<file path="src/rtl/oled_init_module.sv">
// SSD1306 power-up sequencer: waits DELAY_CYCLES after a request, then streams
// the command table to an IIC byte writer one byte per transaction.
module oled_init_module #(
    parameter int DELAY_CYCLES = 5000000,
    parameter int CMD_COUNT    = 25
) (
    input  logic       CLOCK,
    input  logic       RST_n,
    input  logic       init_start_sig,
    output logic       init_done_sig,
    output logic       iic_start_sig,
    output logic [7:0] iic_ctrl_byte,
    output logic [7:0] iic_data,
    input  logic       iic_done_sig,
    output logic       busy,
    output logic [2:0] state_dbg
);

    // Handshake: iic_start_sig is a level held with iic_data stable until the
    // writer returns a one-cycle iic_done_sig; done pulses are only honoured in SEND.
    typedef enum logic [2:0] {
        S_IDLE  = 3'd0,
        S_DELAY = 3'd1,
        S_LOAD  = 3'd2,
        S_SEND  = 3'd3,
        S_DONE  = 3'd4,
        S_REARM = 3'd5
    } state_t;

    localparam logic [4:0]  LAST_IDX  = 5'(CMD_COUNT - 1);
    localparam logic [23:0] DELAY_TGT = 24'(DELAY_CYCLES);

    state_t      state, state_n;
    logic [4:0]  index, index_n;
    logic [23:0] delay_cnt, delay_cnt_n;
    logic        iic_start_n;
    logic [7:0]  iic_data_n;
    logic        init_done_n;

    function automatic logic [7:0] cmd_byte(input logic [4:0] idx);
        logic [7:0] b;
        case (idx)
            5'd0:    b = 8'hAE;
            5'd1:    b = 8'hD5;
            5'd2:    b = 8'h80;
            5'd3:    b = 8'hA8;
            5'd4:    b = 8'h1F;
            5'd5:    b = 8'hD3;
            5'd6:    b = 8'h00;
            5'd7:    b = 8'h40;
            5'd8:    b = 8'h8D;
            5'd9:    b = 8'h14;
            5'd10:   b = 8'h20;
            5'd11:   b = 8'h00;
            5'd12:   b = 8'hA1;
            5'd13:   b = 8'hC8;
            5'd14:   b = 8'hDA;
            5'd15:   b = 8'h02;
            5'd16:   b = 8'h81;
            5'd17:   b = 8'h8F;
            5'd18:   b = 8'hD9;
            5'd19:   b = 8'hF1;
            5'd20:   b = 8'hDB;
            5'd21:   b = 8'h40;
            5'd22:   b = 8'hA4;
            5'd23:   b = 8'hA6;
            5'd24:   b = 8'hAF;
            default: b = 8'h00;
        endcase
        return b;
    endfunction

    always_ff @(posedge CLOCK or negedge RST_n) begin
        if (!RST_n) begin
            state         <= S_IDLE;
            index         <= 5'd0;
            delay_cnt     <= 24'd0;
            iic_start_sig <= 1'b0;
            iic_data      <= 8'h00;
            init_done_sig <= 1'b0;
        end else begin
            state         <= state_n;
            index         <= index_n;
            delay_cnt     <= delay_cnt_n;
            iic_start_sig <= iic_start_n;
            iic_data      <= iic_data_n;
            init_done_sig <= init_done_n;
        end
    end

    always_comb begin
        state_n = state;
        case (state)
            S_IDLE:  if (init_start_sig) state_n = S_DELAY;
            S_DELAY: if (delay_cnt == DELAY_TGT) state_n = S_LOAD;
            S_LOAD:  state_n = S_SEND;
            S_SEND: begin
                if (iic_done_sig) state_n = (index < LAST_IDX) ? S_LOAD : S_DONE;
            end
            S_DONE:  state_n = S_REARM;
            // A request still held after completion must not restart the sequence.
            S_REARM: if (!init_start_sig) state_n = S_IDLE;
            default: state_n = S_IDLE;
        endcase
    end

    always_comb begin
        index_n     = index;
        delay_cnt_n = delay_cnt;
        iic_start_n = iic_start_sig;
        iic_data_n  = iic_data;
        init_done_n = 1'b0;
        case (state)
            S_IDLE: begin
                index_n     = 5'd0;
                delay_cnt_n = 24'd0;
                iic_start_n = 1'b0;
            end
            S_DELAY: begin
                if (delay_cnt != DELAY_TGT) delay_cnt_n = delay_cnt + 24'd1;
            end
            S_LOAD: begin
                iic_data_n  = cmd_byte(index);
                iic_start_n = 1'b1;
            end
            S_SEND: begin
                if (iic_done_sig) begin
                    iic_start_n = 1'b0;
                    if (index < LAST_IDX) index_n = index + 5'd1;
                    else                  init_done_n = 1'b1;
                end
            end
            default: iic_start_n = 1'b0;
        endcase
    end

    assign busy          = (state != S_IDLE) && (state != S_REARM);
    assign iic_ctrl_byte = 8'h00;
    assign state_dbg     = state;

endmodule

</file>
<file path="config.mk">
export PLATFORM = sky130hd
export DESIGN_NAME = oled_init_module
export DESIGN_NICKNAME = d
export VERILOG_FILES = /design/src/rtl/oled_init_module.sv
export SDC_FILE = /design/constraint.sdc
export NUM_CORES = 1
export LEC_CHECK = 0
export CAP_MARGIN = 40
export CORE_MARGIN = 2
export CORE_UTILIZATION = 60
export CTS_BUF_LIST = sky130_fd_sc_hd__clkbuf_8
export DETAILED_ROUTE_END_ITERATION = 8
export GPL_TIMING_DRIVEN = 0
export PLACE_DENSITY = 0.83
export SYNTH_ARGS = -nofsm -noshare
export SYNTH_HDL_FRONTEND = slang
export SYNTH_SLANG_ARGS = --single-unit
export TNS_END_PERCENT = 100
</file>
<file path="constraint.sdc">
create_clock -name CLOCK -period 4.6 [get_ports CLOCK]
set_clock_uncertainty 0.1 [all_clocks]
set_input_delay 1.38 -clock CLOCK [delete_from_list [all_inputs] [get_ports CLOCK]]
set_output_delay 1.38 -clock CLOCK [all_outputs]
set_load 0.03 [all_outputs]
</file>
; ---- After elaboration in Yosys (flattened, before gate mapping)
; Memory sizes are Yosys's and may differ from the RTL's. A register that Yosys moved wholly into a read port is not among the register bits.
; Cells that the tools add are included.
[totals]
wordCells = 50
memories = 1
romBits = 256
mem_bits_rw = 0
input_bits = 4
latch_bits = 0
ff_bits = 34
[op_classes]
muxes = 16
multipliers = 0
n_addsub = 2
n_reduce_logical = 10
n_eq_ne = 14
shifts = 0
bitwise_logic = 1
order_cmp = 1
div = 0
[memory_table]
columns = name, depth, word_bits, rd, rd_clocked_by_memory_dff, wr, line_no
row1 = (no name shown), 32, 8, 1, 1, 0, 42  ; case (idx)
[ops]
columns = operator, n
row1 = $pmux 24 s2, 1
row2 = $add 24x1->24 const B, 1
row3 = $eq 24x23->1 const B, 1
row4 = $mux 24, 1
row5 = $ne 24x23->1 const B, 1
row6 = $pmux 3 s6, 1
row7 = $mux 3, 5
row8 = $ne 2x2->1 const B, 6
row9 = $mux 5, 2
row10 = $pmux 5 s2, 1
row11 = $eq 3x2->1 const B, 2
row12 = $eq 3x3->1 const B, 2
row13 = $add 5x1->5 const B, 1
row14 = $lt 5x5->1 const B, 1
row15 = $mux 1, 4
row16 = $reduce_and 2->1, 2
row17 = $reduce_and 4->1, 1
row18 = $reduce_bool 2->1, 2
row19 = $eq 3x1->1 const B, 1
row20 = $logic_not 3->1, 1
row21 = $ne 3x3->1 const B, 1
row22 = $pmux 1 s3, 1
row23 = $reduce_and 3->1, 1
row24 = $reduce_bool 3->1, 1
row25 = 3 further kinds, 3

; ---- Depth between registers and ports, before layout
[logic_depth]
ltp_word = 4
depth_mapped = 8

; ---- Least setup slack after synthesis
; OpenSTA, ideal clock, no wires.
[synth_timing]
path_type = flip-flop to output port
start = register state[2] (netlist: state_dbg[2])
end = output port busy
t_arrival_ns = 1.220
stages_incl_launch_ff = 4
slack_ns = 1.900
path_cell_list = dfrtp_1 clkbuf_1 xnor2_1 nand2_1
[synth_between]
elab_chain_len = 2
word_cells_on_any_way = 3
[synth_lines]
columns = element, line_no
row1 = start: declaration, 33  ; state_t state, state_n;
row2 = start signal: assignment, 82  ; state <= state_n;
row3 = $ne 3x3->1 or $reduce_bool 3->1 (tied branches), 137  ; assign busy = (state != S_IDLE) && (state != S_REARM);
row4 = $logic_and 1x1->1 (*), 137
row5 = end: declaration, 15  ; output logic busy,
; Mark *: on every way between the ends. The rest lies on a longest branch, timed or not.

; ---- Final worst setup path
; Ends and elaborated chain as after synthesis.

==> flow_summary.json <==
{
  "status": "complete, no violations",
  "numPortBuffers": 17,
  "nets": 363,
  "core_um2": 4290,
  "track_usage_pct": 27.0,
  "synth_ff_type": "dfrtp_1",
  "cts_hold_buf": 0,
  "numCtsBuffers": 5,
  "clock_latency_ps": 300,
  "vias": 2515,
  "cellPowerDensity_nw_per_um2": 319,
  "fmax_mhz": 288,
  "yosysMostFrequentCell": "o21ai_0",
  "cts_sinks": 42,
  "diodes": 0,
  "maxCapViolations": 0,
  "drtIter0Drc": 359,
  "hold_path_class": "flop to flop",
  "reg2reg_depth": 6,
  "cts_tree": "built",
  "synth_area_leaders": "dfrtp_1 40%, o21ai_0 10%, nand2_1 5.5%",
  "wl_per_cell_um": 15.3,
  "cp-end-kind": "primary output",
  "dr.pass1.iters": 5,
  "grt_start_max_net_pins": 37,
  "ctsHtreeMaxLevel": 2,
  "gp_congestion": 0.923,
  "seqPwrFrac_pct": 47.1,
  "drive_gt1_share_pct": 8.29,
  "cts_setup_buffers": 0,
  "drcViolationCount": 0,
  "nFillCells": 350,
  "stdcell_area_um2": 3020,
  "final_util_pct": 70.3,
  "switching_share_pct": 34.5,
  "period_minus_slack_ps": 3470,
  "p_sw_mw": 0.332,
  "yosysTopAreaCell": "dfrtp_1",
  "die_w_um": 70.3,
  "rrSetupSlack_ps": 1990,
  "pwr-share-clk_pct": 26.3,
  "cts.repair.resized": 0,
  "crit_required_ps": 3120,
  "syn_to_final_growth_pct": 14.5,
  "clkTransAtPathRegs_ps": 80,
  "combinationalPowerShare_pct": 26.5,
  "reg2reg_to": "delay_cnt[18]$_DFFE_PN0P_",
  "startpoint_type": "flop",
  "slew_headroom_pct": 48.7,
  "p_leak_nw": 1.24,
  "timing.hold.ws_ps": 384,
  "hold_path_depth": 2,
  "die_area_um2": 4940,
  "rows": 24,
  "finalSetupViolCount": 0,
  "grt_overflow_total": 0,
  "grt_pass1_vias": 2273,
  "antenna_found_initial": 0,
  "synth_top_area_share_pct": 39.8,
  "drtAntennaViolNets": 0,
  "crit_arrival_ps": 1990,
  "synth-async-reset-ratio_pct": 100,
  "ys_seq_area_share_pct": 39.8,
  "reg2reg_from": "delay_cnt[2]$_DFFE_PN0P_",
  "hpwl_um": 4360,
  "worstSetupPathType": "flop to primary output",
  "cp_max_fo": 10,
  "finalCritPeriodShare_pct": 75.5,
  "netlist_top_cells_count": "55 x o21ai_0, 42 x dfrtp_1, 39 x nand2_1, 19 x nor2_1",
  "max-vdd-ir-drop_mv": 0.229,
  "ctsRootBufferMaster": "clkbuf_8",
  "min_from": "iic_data[7]$_DFFE_PN0P_",
  "holdPathEnd": "iic_data[7]$_DFFE_PN0P_",
  "wirelength_um": 6140,
  "tns_ps": 0,
  "synthCells": 315,
  "via_per_inst": 6.26,
  "p_int_mw": 0.631,
  "dpl_cell_area_um2": 2930,
  "slew_violations": 0,
  "hold_viol": 0,
  "die_height_um": 70.3,
  "start_util_pct": 61.5,
  "yosysUniqueCellTypes": 49,
  "synth_edf_count": 0,
  "syn_area_um2": 2640,
  "ys_warn_count": 0,
  "synth_area_per_cell_um2": 8.38,
  "rsz0062_at_grt": "false",
  "clock_path_buffers": 2,
  "grt_pass1_wl_um": 10700,
  "io_pins": 26,
  "ys_seq_elements": 42,
  "worst_slew_pin_slew_ps": 764
}
==> critical path, stage by stage (launching register included) <==
cell	delay, ps
dfrtp_1	460
clkbuf_1	390
xnor2_1	110
nand2_1	80
clkdlybuf4s50_1	660
==> per-layer routing <==
| metal | wire [um] | GRT usage, % | up-vias |
|---|---|---|---|
| met1 | 2900 | 41.0 | 1171 |
| met3 | 482 | 5.77 | 12 |
| met4 | 107 | 10.9 | 0 |
| met5 | 0 | 0 | - |
| li1 | - | - | 1209 |
| met2 | 2650 | 37.3 | 123 |
==> power groups by stage <==
stage / clock network, mW / logic (mW) / registers [mW]
after floorplan: 0 / 0.183 / 0.455
after global placement: 0 / 0.242 / 0.459
after detailed placement: 0 / 0.252 / 0.460
after CTS: 0.258 / 0.253 / 0.453
after global routing: 0.270 / 0.290 / 0.463
final: 0.254 / 0.256 / 0.454
==> placed cells by master (no fill, tap or decap), types with 9 or more instances in the layout <==
master	synthesis	routed
nand2_1	39	39
clkdlybuf4s50_1	0	16
nor2_1	19	19
dfrtp_1	42	42
a31oi_1	13	13
clkbuf_1	12	12
inv_1	15	15
o21ai_0	55	55
ha_1	10	10
nand4_1	9	9
a21oi_1	15	15
nand3_1	15	15
==> per-stage QoR <==
stage	setup slack, ps	cells	total power, mW
2_1_floorplan	1900	322	0.638
6_report	1130	402	0.963
5_1_grt	995	402	1.02
4_1_cts	1130	402	0.963
3_3_place_gp	1010	391	0.700
3_5_place_dp	1460	394	0.711
==> final cells by class <==
type / instances / area, um^2 / area share (%)
Clock buffer: 6 / 82.6 / 2.73
Sequential cell: 42 / 1050 / 34.8
Clock inverter: 2 / 12.5 / 0.414
Multi-Input combinational cell: 242 / 1410 / 46.8
Inverter: 15 / 56.3 / 1.86
Buffer: 23 / 144 / 4.76
Tap cell: 52 / 65.1 / 2.15
Timing Repair Buffer: 20 / 195 / 6.46
==> registers in the layout (all words and copies together) (netlist names) <==
signal         cells
state_dbg          3
iic_start_sig      1
init_done_sig      1
delay_cnt         24
iic_data           8
index              5
==> worst max path at each step <==
stage | start | endpoint | slack, ps | cells past startpoint
6_report | state_dbg[2]$_DFFE_PN0P_ | busy | 1130 | 4
3_3_place_gp | RST_n | delay_cnt[18]$_DFFE_PN0P_ | 1010 | 1
5_1_grt | state_dbg[2]$_DFFE_PN0P_ | busy | 990 | 4
4_1_cts | state_dbg[2]$_DFFE_PN0P_ | busy | 1130 | 4
3_5_place_dp | state_dbg[2]$_DFFE_PN0P_ | busy | 1460 | 4
2_1_floorplan | state_dbg[2]$_DFFE_PN0P_ | busy | 1900 | 3
==> cells by family (layout without fill, tap and decap cells) <==
logic type,after synthesis,after routing,share of synthesized area [%]
AOI/OAI and AO/OA,107,107,24.6
xor gates and xnor gates,3,3,0.996
adders and majority gates,10,10,4.74
buffers and inverters,38,66,7.59
DFF,42,42,39.8
muxes,3,3,1.14
other,1,8,0.142
and+or+nand+nor,111,111,21.0
Note: power is estimated with default switching activity, not from simulation.
